<file path="config.mk">
export PLATFORM = sky130hd
export DESIGN_NAME = gray_count_arbiter
export DESIGN_NICKNAME = d
export VERILOG_FILES = /design/src/rtl/gray_count_arbiter.sv
export SDC_FILE = /design/constraint.sdc
export NUM_CORES = 1
export LEC_CHECK = 0
export CORE_MARGIN = 4
export CORE_UTILIZATION = 40
export DETAILED_ROUTE_END_ITERATION = 10
export GPL_ROUTABILITY_DRIVEN = 0
export GPL_TIMING_DRIVEN = 0
export PLACE_DENSITY_LB_ADDON = 0.1
export SLEW_MARGIN = 0
export SYNTH_ARGS = -nofsm -noshare
export SYNTH_HDL_FRONTEND = slang
export SYNTH_SLANG_ARGS = --single-unit
</file>
<file path="constraint.sdc">
create_clock -name Clk -period 1.2 [get_ports Clk]
set_input_delay 0.18 -clock Clk [delete_from_list [all_inputs] [get_ports Clk]]
set_output_delay 0.18 -clock Clk [all_outputs]
set_load 0.02 [all_outputs]
</file>
<file path="src/rtl/gray_count_arbiter.sv">
`default_nettype none
// ============================================================================
// Module   : gray_count_arbiter
// Purpose  : Shares one Gray-code step counter among N_REQ requesters.
//            Each granted request advances the count by one step. The
//            arbitration is round-robin, or fixed priority when
//            GRAY_ARB_FIXED_PRIO_EN is defined.
// Revision : 1.0
// ============================================================================
module gray_count_arbiter #(
   parameter int N_REQ = 4,
   parameter int WIDTH = 3
) (
   input  logic             Clk,
   input  logic             Reset,
   input  logic [N_REQ-1:0] Req,
   input  logic             Clr,
   output logic [N_REQ-1:0] Grant,
   output logic             Ack,
   output logic [WIDTH-1:0] GrayOut,
   output logic             Overflow,
   output logic             Busy
);

   localparam int IDX_W = (N_REQ > 1) ? $clog2(N_REQ) : 1;

   typedef enum logic [1:0] {
      IDLE  = 2'd0,
      GRANT = 2'd1,
      ACK   = 2'd2
   } state_t;

   state_t           state;
   state_t           state_next;
   logic [WIDTH-1:0] bin;
   logic [WIDTH-1:0] bin_inc;
   logic             any_req;
   logic [IDX_W-1:0] win_idx;
   logic [N_REQ-1:0] win_onehot;

   assign any_req    = |Req;
   assign bin_inc    = bin + WIDTH'(1);
   assign win_onehot = N_REQ'(1) << win_idx;
   assign Busy       = (state != IDLE);

`ifdef GRAY_ARB_FIXED_PRIO_EN
   // Descending scan so the lowest set index is the last one written.
   always_comb begin
      win_idx = '0;
      for (int i = N_REQ - 1; i >= 0; i--) begin
         if (Req[i]) begin
            win_idx = IDX_W'(i);
         end
      end
   end
`else
   logic [IDX_W-1:0] rr_ptr;

   // Search begins just after the last winner, so it ends up lowest priority.
   always_comb begin
      int               idx;
      logic [IDX_W-1:0] cand;
      logic             found;
      win_idx = '0;
      idx     = 0;
      cand    = '0;
      found   = 1'b0;
      for (int i = 0; i < N_REQ; i++) begin
         idx  = (int'(rr_ptr) + 1 + i) % N_REQ;
         cand = IDX_W'(idx);
         if (!found && Req[cand]) begin
            win_idx = cand;
            found   = 1'b1;
         end
      end
   end

   always_ff @(posedge Clk) begin
      if (Reset) begin
         rr_ptr <= IDX_W'(N_REQ - 1);
      end else if (!Clr && state == IDLE && any_req) begin
         rr_ptr <= win_idx;
      end
   end
`endif

   always_ff @(posedge Clk) begin
      if (Reset) begin
         state <= IDLE;
      end else begin
         state <= state_next;
      end
   end

   always_comb begin
      state_next = state;
      case (state)
         IDLE:    if (any_req) state_next = GRANT;
         GRANT:   state_next = ACK;
         ACK:     state_next = IDLE;
         default: state_next = IDLE;
      endcase
      if (Clr) begin
         state_next = IDLE;
      end
   end

   always_ff @(posedge Clk) begin
      if (Reset || Clr) begin
         bin      <= '0;
         GrayOut  <= '0;
         Overflow <= 1'b0;
         Grant    <= '0;
         Ack      <= 1'b0;
      end else begin
         case (state)
            IDLE: begin
               if (any_req) begin
                  Grant <= win_onehot;
               end
            end
            // The step commits here regardless of the winner's Req level.
            GRANT: begin
               bin     <= bin_inc;
               GrayOut <= bin_inc ^ (bin_inc >> 1);
               Ack     <= 1'b1;
               if (&bin) begin
                  Overflow <= 1'b1;
               end
            end
            ACK: begin
               Grant <= '0;
               Ack   <= 1'b0;
            end
            default: begin
               Grant <= '0;
               Ack   <= 1'b0;
            end
         endcase
      end
   end

endmodule
`default_nettype wire

</file>
=== Word level (Yosys, flattened, before mapping) ===
Index checks and enable logic that the tools add are counted.

* Bits in registers: 16
* Latch bits: 0
* Memory bits (writable): 0
* Memory bits (read-only): 0
* Input port bits: 7
* Logic and storage cells: 57
* Memories: 0

* $add $sub $neg: 5
* Multipliers: 0
* Divide/modulo/power cells: 0
* Order comparisons: 4
* Eq/ne operators: 2
* Shift-type cells: 1
* Mux-type cells: 20
* Bitwise operators: 2
* Reductions and logical operators: 16

{| class="wikitable"
|+ Operator list
! kind !! count
|-
| < comparator 2 x 3 -> 1 bit (second input constant) || 4
|-
| 2-to-1 mux 2 bit || 5
|-
| binary-select mux 1 bit (select 2 bit) || 4
|-
| case mux 4 bit (2 select lines) || 1
|-
| 2-to-1 mux 1 bit || 7
|-
| adder 2 bit (second input constant) || 3
|-
| logical AND 1 bit || 5
|-
| logical NOT 1 bit || 4
|-
| 2-to-1 mux 4 bit || 1
|-
| case mux 2 bit (2 select lines) || 1
|-
| AND reduction 4 bit || 1
|-
| OR reduction 4 bit || 1
|-
| << shifter 1 x 2 -> 4 bit (first input constant) || 1
|-
| adder 3 x 1 -> 3 bit (second input constant) || 1
|-
| XOR 3 x 2 -> 3 bit || 1
|-
| adder 2 x 1 -> 2 bit (second input constant) || 1
|-
| equality test 2 x 1 -> 1 bit (second input constant) || 1
|-
| logical NOT 2 bit || 1
|-
| inequality test 2 bit (second input constant) || 1
|-
| case mux 1 bit (2 select lines) || 1
|-
| AND reduction 2 bit || 1
|-
| nonzero test 2 bit || 1
|-
| OR reduction 2 bit || 1
|-
| logical OR 1 bit || 1
|-
| inverter 1 bit || 1
|}

=== Logic depth before layout (Yosys ltp) ===
* Depth in word-level cells: 16
* Gate-level depth with buffers: 5
* Mapped depth without buffers: 5

=== Worst setup path after synthesis ===
No wires, ideal clock.

* Path kind: register -> register
* Start: register state[0]
* End: register rr_ptr[1]
* Library setup time: 0.120 ns
* Arrival time: 1.126 ns
* Required time: 1.080 ns
* Setup slack: -0.046 ns
* Stages on the path, launching flop included: 5
* Clock period less this slack: 1.246 ns
* Cells stage by stage: dfxtp_1 > inv_1 > o41ai_4 > or3_1 > a211o_1

* Cells in the longest elaborated chain, start to end: 3

{| class="wikitable"
|+ Ends and longest elaborated chain
! element !! RTL line !! source
|-
| start: declaration || 33 || <nowiki>state_t state;</nowiki>
|-
| start signal: assignment || 91 || <nowiki>state <= state_next;</nowiki>
|-
| logical NOT 2 bit || 81 || <nowiki>end else if (!Clr && state == IDLE && any_req) begin</nowiki>
|-
| logical AND 1 bit (2 in a row) || 81 ||
|-
| end signal: assignment || 80 || <nowiki>rr_ptr <= IDX_W'(N_REQ - 1);</nowiki>
|-
| end signal: assignment || 82 || <nowiki>rr_ptr <= win_idx;</nowiki>
|-
| end: declaration || 57 || <nowiki>logic [IDX_W-1:0] rr_ptr;</nowiki>
|}

Every way passes these cells.
A chain may end at the register's enable or synchronous reset.

=== Worst setup path in the final report ===
* Start: register state[1]
* End: output port Busy

* Cells in the longest elaborated chain, start to end: 1

{| class="wikitable"
|+ Ends and longest elaborated chain
! element !! RTL line !! source
|-
| nonzero test 2 bit || 44 || <nowiki>assign Busy = (state != IDLE);</nowiki>
|-
| end: declaration || 22 || <nowiki>output logic Busy</nowiki>
|}

Every way passes these cells.

==> out/qor.yml <==
grt_pass1_vias: 570
worst_clock_skew_ns: 0.002592
violations: "setup timing"
initial_core_util_pct: 43.90
synth_top_area_share_pct: 43.88
io_buffers: 16
synth_cells: 69
slew_violations: 0
final_core_utilization_pct: 65.57
cts_buffer_depth: 2
arrival_ns: 1.09
yosysTopAreaCell: "dfxtp_1"
grt_usage_pct: 12.64
htree_num_levels: 1
cts_made_buffers: 3
cp_max_fo: 5
end_kind: "primary output"
synth_area_um2: 684.4
drive_gt1_share_pct: 41.24
hold_class: "in -> reg"
drv_cap: 0
gr-total-overflow: 0
ys_seq_area_share_pct: 43.88
ys_warn_count: 0
clkLatencyLatePin_ns: 0.28
ios: 17
placed_cell_area_um2: 878.3
die_h_um: 49.37
yosys-top-cells-count: "dfxtp_1, nor2_1, a32o_1, xnor2_1"
yosys_most_used_dff: "dfxtp_1"
synth_nets: 77
setup-tns-final_ns: -0.2044
crit_required_ns: 1.02
rows: 14
p_total_mw: 1.034
crit_type: "reg -> out"
period_needed_ns: 1.272
fp.dieArea_mm2: 0.002437
antenna_found_initial: 0
yosysMostFrequentCell: "dfxtp_1"
drt_wl_total_um: 1529
dp_slack_ns: -0.6590
synth_area_leaders: "dfxtp_1, a32o_1, xnor2_1"
fin_area_mm2: 0.001022
rsz0062_at_grt: "yes"
powerDensity_mw_per_mm2: 1011
antenna_cells: 0
ys_seq_elements: 15
max_stage_delay_ns: 0.37
ys_types: 31
wl_per_cell_um: 13.53
hold_viol: 0
max_slew.worst_pin.slew_ns: 0.3281
synthArstFlopShare_pct: 0
setup_viol: 5
layout.nets: 106
fillers: 129
synth_edf_count: 0
grt_max_degree: 11
avgSynthCellArea_um2: 9.919
leakage_nw: 0.4529
detail-route-antenna-nets: 0
die_x_um: 49.37
status: "finished with violations"
clock_sink_count: 15
drtIter0Drc: 4
period_share_pct: 106.0
hpwl_um: 937.7
dr_total_vias: 615
startpoint_type: "flop"
firstDrtPassIters: 3
slew_headroom_pct: 78.05
area_growth_pct: 49.36
coreArea_mm2: 0.001559
cts_tree: "done"
grt_pass1_wl_um: 2401
routed_via_density: 5.442
cts_root_buffer: "clkbuf_4"
clkTransAtPathRegs_ns: 0.09
slowest_stage: "dfxtp_4"
peakVddDrop_uv: 739.3
drc: 0
setup_slack_ns: -0.07227
crit_chain: "or2_2 -> buf_2"
fmax_ghz: 0.7860
[report_power, final]
| part | total [mW] | internal [mW] | switching [mW] |
|---|---|---|---|
| combinational | 0.216 | 0.111 | 0.106 |
| clock | 0.284 | 0.124 | 0.160 |
| sequential | 0.534 | 0.513 | 0.0212 |
| total | 1.03 | 0.747 | 0.286 |
[metal layers]
metal  vias up  share of wire [%]  global-route usage, %
met5         -                  0                      0
met4         0                2.4                  5.687
met3         5                4.9                  4.587
met2        15                 46                  18.97
met1       291                 47                  15.99
li1        304                  -                      -
[cells by family (layout without fill, tap and decap cells)]
| logic type | after synthesis | in the layout | share of synthesized area (%) |
|---|---|---|---|
| AND/OR/NAND/NOR | 25 | 25 | 19.75 |
| buffers and inverters | 5 | 33 | 3.473 |
| AO/OA/AOI/OAI | 15 | 15 | 20.29 |
| multiplexers | 3 | 3 | 4.388 |
| XOR/XNOR | 5 | 5 | 6.398 |
| flip-flops | 15 | 15 | 43.88 |
| adder cells (fa/ha/maj) | 1 | 1 | 1.828 |
[area by class of cell]
| cell class | instances | area [um^2] | area share, % |
|---|---|---|---|
| multi-input combinational | 49 | 437.9 | 42.84 |
| sequential | 15 | 320.3 | 31.33 |
| timing repair buffer | 24 | 182.7 | 17.87 |
| buffer | 3 | 26.28 | 2.570 |
| clock buffer | 3 | 22.52 | 2.203 |
| tap | 16 | 20.02 | 1.958 |
| inverter | 2 | 7.507 | 0.7344 |
| clock inverter | 1 | 5.005 | 0.4896 |
[critical path, delay by kind of cell, from the launching register on]
| family | cells | cell delay, ns |
|---|---|---|
| DFF | 1 | 0.37 |
| and+or+nand+nor | 1 | 0.29 |
| buffers and inverters | 1 | 0.16 |
[repair_timing]
item | in CTS | in global routing
hold buffers | 0 | 0
buffers inserted | 1 | 7
endpoints found under the setup margin | 22 | 9
resized for setup | 40 | 19
hold endpoints to repair | 0 | 0
pin swaps | 1 | 7
[placed cells by master (no fill, tap or decap), drive strengths merged]
cell / synthesis / routed
ha: 1 / 1
o21a: 2 / 2
nor3: 3 / 3
or2: 2 / 2
nor4: 1 / 1
nor2: 10 / 10
buf: 2 / 14
or2b: 1 / 1
a22oi: 1 / 1
a211oi: 2 / 2
xor2: 1 / 1
and3b: 1 / 1
clkbuf: 1 / 5
nor2b: 1 / 1
a32o: 4 / 4
dlygate4sd2: 0 / 10
mux2i: 3 / 3
o41ai: 1 / 1
inv: 2 / 2
dfxtp: 15 / 15
clkinv: 0 / 1
a21oi: 1 / 1
or3: 1 / 1
nand2: 1 / 1
clkdlybuf4s15: 0 / 1
o21ai: 1 / 1
nor4b: 1 / 1
a211o: 2 / 2
xnor2: 4 / 4
nand2b: 2 / 2
a31oi: 1 / 1
nor3b: 1 / 1
[registers in the layout, summed over array words and instances, names as in the netlist]
signal / cells
rr_ptr: 2
Grant: 4
state: 2
bin: 2
Overflow: 1
GrayOut: 3
Ack: 1
[through the flow]
stage | hold WS, ns | instances
global route | 0.2512 | 113
detailed placement | 0.4581 | 101
global placement | 0.4548 | 101
CTS | 0.2435 | 106
finish | 0.2671 | 113
floorplan | 0.2744 | 69
[path summary, 6_finish.rpt]
check	startpoint	to	slack, ns	depth (start not counted)
setup / recovery	state[1]$_SDFFE_PP0N_	Busy	-0.07	2
hold / removal	Reset	rr_ptr[1]$_SDFFE_PP1P_	0.27	2
setup reg to reg	state[0]$_SDFFE_PP0N_	rr_ptr[1]$_SDFFE_PP1P_	-0.06	4
hold reg to reg	state[0]$_SDFFE_PP0N_	state[1]$_SDFFE_PP0N_	0.49	2
(Power assumes the default switching activity.)
